`config.mk`:
```
export PLATFORM = sky130hd
export DESIGN_NAME = fetch_unit
export DESIGN_NICKNAME = d
export VERILOG_FILES = /design/src/rtl/fetch_unit.sv
export SDC_FILE = /design/constraint.sdc
export NUM_CORES = 1
export LEC_CHECK = 0
export BUFFER_PORTS_ARGS = -buffer_cell sky130_fd_sc_hd__buf_2
export CAP_MARGIN = 20
export CORE_MARGIN = 2
export CORE_UTILIZATION = 30
export DETAILED_ROUTE_END_ITERATION = 12
export PLACE_DENSITY = 0.54
export SLEW_MARGIN = 20
export SYNTH_ARGS = -nofsm -noshare
export SYNTH_HDL_FRONTEND = slang
export SYNTH_SLANG_ARGS = --single-unit
```
`constraint.sdc`:
```
create_clock -name clk -period 5.9 [get_ports clk]
set_input_delay 0.59 -clock clk [delete_from_list [all_inputs] [get_ports clk]]
set_output_delay 0.59 -clock clk [all_outputs]
set_load 0.02 [all_outputs]
```
`src/rtl/fetch_unit.sv`:
```
// ---------------------------------------------------------------------------
// fetch_unit
//   Instruction-fetch stage of the 5-stage RV32I pipeline, upstream of IF/ID.
//   Generates the fetch PC, issues in-order requests to a variable-latency
//   instruction memory, pairs each returned word with its PC through a tag
//   queue, buffers the pairs and presents the oldest one to IF/ID.
//
// Ports
//   clk, reset_n     clock (posedge) and asynchronous active-low reset
//   stall            IF/ID is holding; the presented instruction is not taken
//   redirect         taken branch/jump from EX; flushes the whole fetch path
//   redirect_pc      new fetch target (low two bits ignored)
//   imem_req_*       request channel (valid/ready, word-aligned address)
//   imem_rsp_*       in-order response channel (valid, instruction word)
//   instr_o/pc_o     buffered instruction and its PC (NOP / 0 when empty)
//   valid_o          instr_o/pc_o carry a real fetched instruction
// ---------------------------------------------------------------------------
module fetch_unit #(
    parameter logic [31:0] RESET_PC   = 32'h0000_0000,
    parameter int          FIFO_DEPTH = 2
) (
    input  logic        clk,
    input  logic        reset_n,
    input  logic        stall,
    input  logic        redirect,
    input  logic [31:0] redirect_pc,
    output logic        imem_req_valid,
    input  logic        imem_req_ready,
    output logic [31:0] imem_req_addr,
    input  logic        imem_rsp_valid,
    input  logic [31:0] imem_rsp_data,
    output logic [31:0] instr_o,
    output logic [31:0] pc_o,
    output logic        valid_o
);

    localparam int PW  = $clog2(FIFO_DEPTH);
    localparam int CW  = PW + 1;
    localparam int CWP = CW + 1;

    localparam logic [31:0]   NOP_INSTR = 32'h0000_0013;
    localparam logic [PW-1:0] PTR_ZERO  = {PW{1'b0}};
    localparam logic [PW-1:0] PTR_ONE   = PW'(1'b1);
    localparam logic [CW-1:0] CNT_ZERO  = {CW{1'b0}};
    localparam logic [CW-1:0] CNT_ONE   = CW'(1'b1);
    localparam logic [CW-1:0] DEPTH_C   = CW'(FIFO_DEPTH);
    localparam logic [CW:0]   DEPTH_W   = CWP'(FIFO_DEPTH);

    typedef enum logic [1:0] {
        ST_IDLE  = 2'd0,
        ST_RUN   = 2'd1,
        ST_DRAIN = 2'd2
    } state_t;

    state_t        state_r;
    logic [31:0]   fetch_pc_r;
    logic [CW-1:0] outstanding_r;
    logic [CW-1:0] discard_r;
    logic [CW-1:0] fifo_cnt_r;
    logic [PW-1:0] fifo_wp_r;
    logic [PW-1:0] fifo_rp_r;
    logic [PW-1:0] tag_wp_r;
    logic [PW-1:0] tag_rp_r;
    logic [31:0]   tag_r        [FIFO_DEPTH];
    logic [31:0]   fifo_pc_r    [FIFO_DEPTH];
    logic [31:0]   fifo_instr_r [FIFO_DEPTH];

    logic [31:0]   redirect_target_s;
    logic          credit_s;
    logic          req_valid_s;
    logic          req_fire_s;
    logic          rsp_fire_s;
    logic          drop_s;
    logic          fifo_push_s;
    logic          fifo_pop_s;
    logic          fifo_full_s;
    logic          valid_s;
    logic [CW-1:0] outstanding_nxt_s;
    logic [CW-1:0] discard_nxt_s;

    // Handshake decode, credit check and next-count computation
    always_comb begin
        redirect_target_s = redirect_pc & 32'hFFFF_FFFC;
        // In-flight plus buffered words may never exceed the buffer size, so
        // every response always has a free slot waiting for it.
        credit_s    = ({1'b0, outstanding_r} + {1'b0, fifo_cnt_r}) < DEPTH_W;
        req_valid_s = (state_r != ST_IDLE) && !redirect && credit_s;
        req_fire_s  = req_valid_s && imem_req_ready;
        // A response with nothing outstanding is a stray and is ignored.
        rsp_fire_s  = imem_rsp_valid && (outstanding_r != CNT_ZERO);
        drop_s      = rsp_fire_s && (discard_r != CNT_ZERO);
        fifo_push_s = rsp_fire_s && (discard_r == CNT_ZERO) && !redirect;
        valid_s     = (fifo_cnt_r != CNT_ZERO);
        fifo_pop_s  = valid_s && !stall && !redirect;
        fifo_full_s = (fifo_cnt_r == DEPTH_C);
        outstanding_nxt_s = outstanding_r
                          + (req_fire_s ? CNT_ONE : CNT_ZERO)
                          - (rsp_fire_s ? CNT_ONE : CNT_ZERO);
        // On redirect every word still in flight belongs to the old path;
        // one arriving in the same cycle is dropped right away.
        if (redirect) begin
            discard_nxt_s = outstanding_r - (rsp_fire_s ? CNT_ONE : CNT_ZERO);
        end else if (drop_s) begin
            discard_nxt_s = discard_r - CNT_ONE;
        end else begin
            discard_nxt_s = discard_r;
        end
    end

    // Control state: FSM, fetch PC, in-flight/discard counters, queue pointers
    always_ff @(posedge clk or negedge reset_n) begin
        if (!reset_n) begin
            state_r       <= ST_IDLE;
            fetch_pc_r    <= RESET_PC;
            outstanding_r <= CNT_ZERO;
            discard_r     <= CNT_ZERO;
            fifo_cnt_r    <= CNT_ZERO;
            fifo_wp_r     <= PTR_ZERO;
            fifo_rp_r     <= PTR_ZERO;
            tag_wp_r      <= PTR_ZERO;
            tag_rp_r      <= PTR_ZERO;
        end else begin
            case (state_r)
                ST_IDLE:  state_r <= ST_RUN;
                ST_RUN,
                ST_DRAIN: state_r <= (discard_nxt_s != CNT_ZERO) ? ST_DRAIN : ST_RUN;
                default:  state_r <= ST_IDLE;
            endcase

            if (redirect) begin
                fetch_pc_r <= redirect_target_s;
            end else if (req_fire_s) begin
                fetch_pc_r <= fetch_pc_r + 32'd4;
            end else begin
                fetch_pc_r <= fetch_pc_r;
            end

            outstanding_r <= outstanding_nxt_s;
            discard_r     <= discard_nxt_s;

            if (redirect) begin
                fifo_cnt_r <= CNT_ZERO;
                fifo_wp_r  <= PTR_ZERO;
                fifo_rp_r  <= PTR_ZERO;
                tag_wp_r   <= PTR_ZERO;
                tag_rp_r   <= PTR_ZERO;
            end else begin
                if (req_fire_s) begin
                    tag_wp_r <= tag_wp_r + PTR_ONE;
                end
                if (fifo_push_s) begin
                    tag_rp_r  <= tag_rp_r + PTR_ONE;
                    fifo_wp_r <= fifo_wp_r + PTR_ONE;
                end
                if (fifo_pop_s) begin
                    fifo_rp_r <= fifo_rp_r + PTR_ONE;
                end
                case ({fifo_push_s, fifo_pop_s})
                    2'b10:   fifo_cnt_r <= fifo_cnt_r + CNT_ONE;
                    2'b01:   fifo_cnt_r <= fifo_cnt_r - CNT_ONE;
                    default: fifo_cnt_r <= fifo_cnt_r;
                endcase
            end
        end
    end

    // Data storage for PC tags and returned instruction/PC pairs (no reset needed)
    always_ff @(posedge clk) begin
        if (req_fire_s) begin
            tag_r[tag_wp_r] <= fetch_pc_r;
        end
        if (fifo_push_s) begin
            fifo_pc_r[fifo_wp_r]    <= tag_r[tag_rp_r];
            fifo_instr_r[fifo_wp_r] <= imem_rsp_data;
        end
    end

    // Output drive: buffer head, or a NOP bubble when the buffer is empty
    always_comb begin
        imem_req_valid = req_valid_s;
        imem_req_addr  = fetch_pc_r;
        valid_o        = valid_s;
        if (valid_s) begin
            instr_o = fifo_instr_r[fifo_rp_r];
            pc_o    = fifo_pc_r[fifo_rp_r];
        end else begin
            instr_o = NOP_INSTR;
            pc_o    = 32'h0000_0000;
        end
    end

    // The credit rule must keep the instruction buffer from ever overflowing.
    a_fifo_no_overflow: assert property (
        @(posedge clk) disable iff (!reset_n)
        !(fifo_push_s && !fifo_pop_s && fifo_full_s)
    );

endmodule
```
==> results.cfg, run 1 <==
[sta]
tns_ps = 0
period_share_pct = 55.3
setup_viol = 0
fin_crit_ps = 3260
max_freq_mhz = 306
tightest_slew_ps = 1040
finClkSkew_ps = 17.9
finalHoldViolCount = 0
drv_slew = 0
rsz0062_at_grt = no
relSlewSlack_pct = 30.6

[logic_synthesis]
synth_area_sq_um = 9340
ys.warnings.count = 0
synth_edf_count = 184
ys_top_cells_by_area = edfxtp_1 (59%), dfrtp_1 (11%), mux2i_1 (7.0%)
yosys.area.top_type = edfxtp_1
synth_cell_types = 57
yosysSeqAreaShare_pct = 70.4
synth_cells = 633
ys_async_sr_fraction_pct = 18.6
ys.flop_type = edfxtp_1
synth-seq-cells = 226
syn_area_per_cell_sq_um = 14.8
synth_top_area_share_pct = 59.2

[detailed_routing]
vias = 5770
ant_nets = 0
drc = 0
vias_per_cell = 4.75
drtIter0Drc = 297
drt-total-wl_mm = 21.6
drt_pass1_iterations = 5
wl_per_cell_um = 17.8

[power]
p_leak_nw = 4.27
peakVddDrop_mv = 0.179
power.density_nw_per_um2 = 407

[cells_and_area]
regArea_sq_um = 6580
num-fill-cells = 2999
final_common_cell = edfxtp_1
nNetsFinal = 877
finish.utilization_pct = 37.5
mostFrequentLayoutCells = edfxtp_1 (184), buf_2 (161), nor2_1 (74)
multiInputGateArea_sq_um = 2590
area_delta_synth_final_pct = 23.0
num_antenna_cells = 0
drive_above_1_share_pct = 31.6

[clocking]
cts.reportedPaths.clkPinSlew_ps = 60
ctsHtreeMaxLevel = 1
clock_latency_ps = 530
clk_path_buf_depth = 3
cts_setup_buffers = 0
cts_resized = 0
clock_sinks = 226
cts-hold-fix-buffers = 0
cts_buffers = 26
root_buffer = clkbuf_16
cts_tree = done

[global_routing]
first_global_vias = 5654
grt-ovfl-total = 0
grt.met2_usage_pct = 21.5
track_usage_pct = 13.2
top_usage_layer = met2
met3_usage_pct = 3.11
gr-usage-met1_pct = 17.5
grt_max_degree = 63
grt_pass1_wl_mm = 33.6
antenna_found_initial = 0

[job]
maxCapViolations = 0

[setup_path]
startpoint_type = flip-flop
rr_startpoint = fifo_cnt_r[0]
arrival_ps = 3400
timing.rr.end = tag_r[0][20]
r2r_slack_ps = 2640
crit_fanout = 30
critical_path_class = flip-flop to flip-flop
r2r_cells = 6
crit_required_ps = 6030
critPathCaptureType = flip-flop

[worst_hold_path]
min_path_type = input port to asynchronous set/reset pin

[floorplan]
die_area_sq_um = 32600
ioPinCount = 168
rows = 64
die_x_um = 180
design.core.area_sq_um = 30600
die_h_um = 180
start_util_pct = 30.5

[status]
status = finished clean

[place]
place.gp.congestion = 0.737
post-dp-hpwl_mm = 13.3
port_buffers = 161
==> sequential cells by signal, summed over array words and instances, names as in the netlist <==
name and count:
discard_r 2, fifo_cnt_r 2, fifo_instr_r 64, fifo_pc_r 60, fifo_rp_r 1, fifo_wp_r 1, imem_req_addr 30, outstanding_r 2
state_r 2, tag_r 60, tag_rp_r 1, tag_wp_r 1
==> worst max-delay path: stages, from the launching register on <==
cell	delay, ps
dfrtp_1	460
and2_1	200
fa_1	480
nor4_4	260
and2_4	380
inv_2	220
nor2_4	830
==> metal layers <==
layer  share of wire (%)  routed length (um)
met5                   0                   0
met2                  46                9960
met1                  44                9600
met4                 2.6                 569
met3                 6.8                1470
==> synthesized netlist by cell type (all sizes together) (3+ instances only) <==
master	n
a21oi	8
a221o	3
and2	4
and3	4
and4	6
buf	18
clkbuf	15
dfrtp	42
edfxtp	184
ha	6
inv	12
mux2	30
mux2i	65
nand2	45
nand3	14
nand4	9
nor2	76
nor2b	5
nor3	3
nor3b	4
o211ai	15
o21ai	17
o311ai	11
or3	5
xnor2	4
xor2	3
==> worst max path at each step <==
stage | start | endpoint | slack, ps | cells after the start
5_1_grt | fifo_cnt_r[0] | tag_r[0][20] | 2420 | 6
4_1_cts | fifo_cnt_r[0] | tag_r[0][20] | 2580 | 6
3_5_place_dp | fifo_cnt_r[0] | tag_r[0][28] | 2620 | 6
3_3_place_gp | fifo_cnt_r[0] | tag_r[0][23] | 2600 | 6
2_1_floorplan | redirect | fifo_instr_r[0][0] | 130 | 3
6_report | fifo_cnt_r[0] | tag_r[0][20] | 2640 | 6
==> where the power goes <==
part	total, mW	internal (mW)	switching [mW]
Clock	1.67	1.03	0.638
Sequential	2.09	1.96	0.133
Combinational	0.909	0.339	0.570
==> kinds of logic after synthesis <==
family / count (synthesis) / share of synthesized area, %
buf+inv: 46 / 2.28
compound gates: 68 / 5.41
mux: 95 / 10.6
fa+ha+maj: 7 / 1.02
simple gates: 183 / 9.59
other cells: 1 / 0.0402
flops: 226 / 70.4
xor+xnor: 7 / 0.656
==> stage by stage <==
step	cells	total power, mW	area (sq um)	hold WS (ps)	setup WS, ps
2_1_floorplan	636	2.73	9360	294	127
3_3_place_gp	1168	3.04	10600	516	2600
3_5_place_dp	1168	3.06	10600	533	2620
4_1_cts	1216	4.75	11500	161	2580
5_1_grt	1216	4.92	11500	206	2420
6_report	1216	4.67	11500	159	2640
==> final cells by class <==
| class | instances | share of cell area (%) |
|---|---|---|
| Clock inverter | 15 | 1.58 |
| Clock buffer | 33 | 6.25 |
| Inverter | 13 | 0.425 |
| Sequential cell | 226 | 57.3 |
| Tap cell | 396 | 4.32 |
| Multi-Input combinational cell | 364 | 22.6 |
| Timing Repair Buffer | 169 | 7.54 |
No activity file was read; power rests on OpenSTA's default activity.
==> inputs of run 2 (changes only) <==
==> constraint.sdc (replaced) <==
create_clock -name clk -period 2.9 [get_ports clk]
set_input_delay 0.29 -clock clk [delete_from_list [all_inputs] [get_ports clk]]
set_output_delay 0.29 -clock clk [all_outputs]
set_load 0.02 [all_outputs]
==> run 2 against run 1 <==
Non-clock buffer count up 53. Die area unchanged. First-iteration DRC count up 13%. Worst hold slack worse by 140 ps. Flip-flop and latch count unchanged. Maximum frequency up 20%. Utilization up 1.9 points. Clock skew down 5.4 ps. Final cell count up 4.4%. Critical endpoint is now imem_req_addr[10].
==> results.cfg, run 2 (same netlist as run 1, synthesis figures left out) <==
[sta]
drv_slew = 0
finalHoldViolCount = 0
tns_ps = 0
rsz0062_at_grt = no
finClkSkew_ps = 12.5
relSlewSlack_pct = 51.9
setup_viol = 0
fin_crit_ps = 2710
max_freq_mhz = 369
holdWs_ps = 20.3
tightest_slew_ps = 721
period_share_pct = 93.5

[detailed_routing]
drt_pass1_iterations = 4
wl_met3_mm = 1.22
drtIter0Drc = 336
route.met2.wl_mm = 10.1
wl_per_cell_um = 16.9
ant_nets = 0
vias_per_cell = 4.61
vias = 5844
wl_met1_mm = 9.67
drc = 0
top_layer = met4
drt-total-wl_mm = 21.5

[clocking]
cts_tree = done
cts_setup_buffers = 0
clock_sinks = 226
clk_path_buf_depth = 3
ctsHtreeMaxLevel = 1
cts.reportedPaths.clkPinSlew_ps = 60
clock_latency_ps = 520
root_buffer = clkbuf_16
cts_buffers = 26

[setup_path]
startpoint_type = flip-flop
arrival_ps = 3100
critical_path_class = flip-flop to flip-flop
crit_fanout = 10
crit_required_ps = 3290
critPathCaptureType = flip-flop

[job]
maxCapViolations = 0

[cells_and_area]
area_delta_synth_final_pct = 29.3
final_common_cell = edfxtp_1
regMostFlops = fifo_instr_r
nNetsFinal = 930
finish.utilization_pct = 39.5
mostFrequentLayoutCells = edfxtp_1 (184), buf_2 (161), nor2_1 (74)
drive_above_1_share_pct = 31.2
num_antenna_cells = 0
largest_register_ff_count = 64
top_regs = fifo_instr_r x64, fifo_pc_r x60, tag_r x60
final_design_area_no_fill_sq_um = 12100

[global_routing]
first_global_vias = 5700
grt_pass1_wl_mm = 33.2
antenna_found_initial = 1
grt_max_degree = 53
track_usage_pct = 13.0
grt-ovfl-total = 0

[power]
p_leak_nw = 4.52
power.density_nw_per_um2 = 797
peakVddDrop_mv = 0.361
total_power_mw = 9.63

[floorplan]
die_x_um = 180
die_area_sq_um = 32600
rows = 64
die_h_um = 180
ioPinCount = 168
design.core.area_sq_um = 30600
start_util_pct = 30.5

[place]
port_buffers = 161
placed_cell_area_sq_um = 10800
post-dp-hpwl_mm = 14.1
place.gp.congestion = 0.723

[worst_hold_path]
min_path_type = input port to flip-flop

[status]
status = finished clean
[run 2: cell count changes in the layout (fill, tap and decap cells not counted), moves of 2 or more]
cell / before / now
clkinv_1: 3 / 6
clkinv_2: 6 / 3
clkbuf_1: 4 / 2
dlygate4sd3_1: 0 / 40
buf_12: 0 / 6
buf_4: 8 / 15
[run 2: timing repair]
action,CTS,global route
gates resized for setup,0,0
hold endpoints to repair,98,0
hold buffers,40,0
[run 2: routing by layer]
| layer | up-vias | global-route usage [%] |
|---|---|---|
| met5 | - | 0 |
| met4 | 0 | 3.87 |
| met3 | 23 | 2.69 |
| met2 | 162 | 21.4 |
| met1 | 2834 | 17.3 |
| li1 | 2825 | - |
[run 2: final timing paths]
path	cells after the start	start	slack (ps)	end
max in group asynchronous	3	reset_n	1850	imem_req_addr[7]
min in group asynchronous	2	reset_n	360	imem_req_addr[27]
worst min register to register	0	imem_req_addr[27]	560	tag_r[1][27]
worst min-delay path	3	redirect_pc[30]	20	imem_req_addr[30]
worst max-delay path	8	outstanding_r[0]	190	imem_req_addr[10]
worst max register to register	8	outstanding_r[0]	190	imem_req_addr[10]
[run 2: metrics by stage]
step           instances  setup slack [ps]
2_1_floorplan        636              6.88
3_3_place_gp        1181               221
3_5_place_dp        1181               183
4_1_cts             1269               153
5_1_grt             1269              41.6
6_report            1269               187
[run 2: final cells by class]
type	count	area (sq um)
Clock buffer	31	711
Clock inverter	17	198
Fill cell	2927	18500
Inverter	13	48.8
Multi-Input combinational cell	364	2610
Sequential cell	226	6580
Tap cell	396	495
Timing Repair Buffer	222	1440
[run 2: where the power goes]
part	internal, mW	total, mW	switching, mW
Sequential	3.98	4.27	0.291
Clock	2.11	3.38	1.27
Combinational	0.809	1.98	1.17
Total	6.90	9.63	2.73
[run 2: critical path, stage by stage, from the launching register on]
cell and delay (ps):
dfrtp_1 420, and2_1 160, fa_1 480, nor4_4 270
and2_4 280, inv_2 120, or3_1 530, o211ai_2 210
o311ai_2 110
==> inputs of run 3 (changes only) <==
==> constraint.sdc (replaced) <==
create_clock -name clk -period 2.9 [get_ports clk]
set_input_delay 0.29 -clock clk [delete_from_list [all_inputs] [get_ports clk]]
set_output_delay 0.29 -clock clk [all_outputs]
set_load 0.05 [all_outputs]
==> run 3 against run 2 <==
Sequential share of layout area grew 0.43 points. Largest power group unchanged. Via count grew 0.65%. Utilization shrank 0.31 points.
==> results.cfg, run 3 (same netlist as run 1, synthesis figures left out) <==
[status]
status = finished clean

[floorplan]
rows = 64
ioPinCount = 168
die_h_um = 180
design.core.area_sq_um = 30600
die_x_um = 180
start_util_pct = 30.5
die_area_sq_um = 32600

[detailed_routing]
wl_per_cell_um = 17.0
drt_pass1_iterations = 4
vias_per_cell = 4.63
ant_nets = 0
drc = 0
drt-total-wl_mm = 21.6
drtIter0Drc = 317
vias = 5882

[setup_path]
arrival_ps = 3090
critPathCaptureType = flip-flop
crit_fanout = 9
worstPathCellList = and2_1, fa_1, nor4_4, and2_4, inv_2, or3_1, o211ai_2, o311ai_2
max_stage_delay_ps = 470
critical_path_class = flip-flop to flip-flop
startpoint_type = flip-flop
crit_required_ps = 3280
slowest_stage = fa_1

[sta]
relSlewSlack_pct = 53.5
finalHoldViolCount = 0
finClkSkew_ps = 12.1
holdWs_ps = 23.5
drv_slew = 0
setup_viol = 0
max_freq_mhz = 370
tightest_slew_ps = 698
fin_crit_ps = 2710
period_share_pct = 93.3
rsz0062_at_grt = no

[cells_and_area]
area_delta_synth_final_pct = 28.3
final_common_cell = edfxtp_1
num_antenna_cells = 0
nNetsFinal = 932
regMostFlops = fifo_instr_r
top_regs = fifo_instr_r x64, fifo_pc_r x60, tag_r x60
finish.utilization_pct = 39.2
mostFrequentLayoutCells = edfxtp_1 (184), buf_2 (161), nor2_1 (74)
fin_cells = 1270
drive_above_1_share_pct = 30.3
largest_register_ff_count = 64

[power]
power.density_nw_per_um2 = 814
total_power_mw = 9.75
peakVddDrop_mv = 0.436
p_leak_nw = 4.47

[place]
placed_cells = 1178
place.gp.congestion = 0.722
port_buffers = 161
post-dp-hpwl_mm = 14.1

[global_routing]
antenna_found_initial = 0
grt_pass1_wl_mm = 33.6
first_global_vias = 5864
grt_max_degree = 63
grt-ovfl-total = 0
track_usage_pct = 13.1

[job]
maxCapViolations = 0

[worst_hold_path]
min_path_type = input port to flip-flop

[clocking]
cts_tree = done
cts_buffers = 26
cts.reportedPaths.clkPinSlew_ps = 60
ctsHtreeMaxLevel = 1
clock_sinks = 226
clock_latency_ps = 520
root_buffer = clkbuf_16
clk_path_buf_depth = 3
run 3: layout make-up:
| cell class | instances | area [sq um] |
|---|---|---|
| Timing Repair Buffer | 224 | 1450 |
| Tap cell | 396 | 495 |
| Multi-Input combinational cell | 364 | 2610 |
| Clock inverter | 13 | 92.6 |
| Fill cell | 2914 | 18600 |
| Inverter | 13 | 48.8 |
| Sequential cell | 226 | 6580 |
| Clock buffer | 34 | 702 |
run 3: routing by layer:
metal | up-vias | track usage (%) | part of all wire (%)
li1 | 2822 | - | -
met1 | 2883 | 17.7 | 45
met2 | 145 | 21.8 | 48
met3 | 32 | 2.69 | 5.3
met4 | 0 | 3.19 | 1.7
met5 | - | 0 | 0
run 3: final timing paths:
check	startpoint	end	slack, ps	depth (start not counted)
min reg2reg	imem_req_addr[20]	tag_r[0][20]	560	0
max in group asynchronous	reset_n	imem_req_addr[6]	1860	3
min in group asynchronous	reset_n	imem_req_addr[17]	350	2
max reg2reg	fifo_cnt_r[0]	imem_req_addr[10]	190	8
min	redirect_pc[15]	imem_req_addr[15]	20	3
max	fifo_cnt_r[0]	imem_req_addr[10]	190	8
run 3: where the power goes:
group	total (mW)	switching [mW]	internal, mW
Combinational	2.46	1.67	0.790
Sequential	4.26	0.275	3.98
Clock	3.03	1.25	1.79
Total	9.75	3.19	6.56
run 3: repair_timing:
item / 4_1_cts / 5_1_grt
hold endpoints to repair: 103 / 0
setup endpoints to repair: 0 / 0
hold buffers: 45 / 0
setup buffers: 0 / 0
gates resized for setup: 0 / 0
run 3: stage by stage:
stage / worst slack [ps] / area (sq um) / setup TNS [ps]
4_1_cts: 179 / 12000 / 0
6_report: 194 / 12000 / 0
3_3_place_gp: 258 / 10700 / 0
5_1_grt: 26.2 / 12000 / 0
2_1_floorplan: -136 / 9410 / -4170
3_5_place_dp: 194 / 10700 / 0
run 3: worst max-delay path, delay by kind of cell (launching register included):
family                   cells  cell delay (ps)
flip-flops                   1              450
AND/OR/NAND/NOR              4             1200
AO/OA/AOI/OAI                2              330
adder cells (fa/ha/maj)      1              470
buffers and inverters        1              120
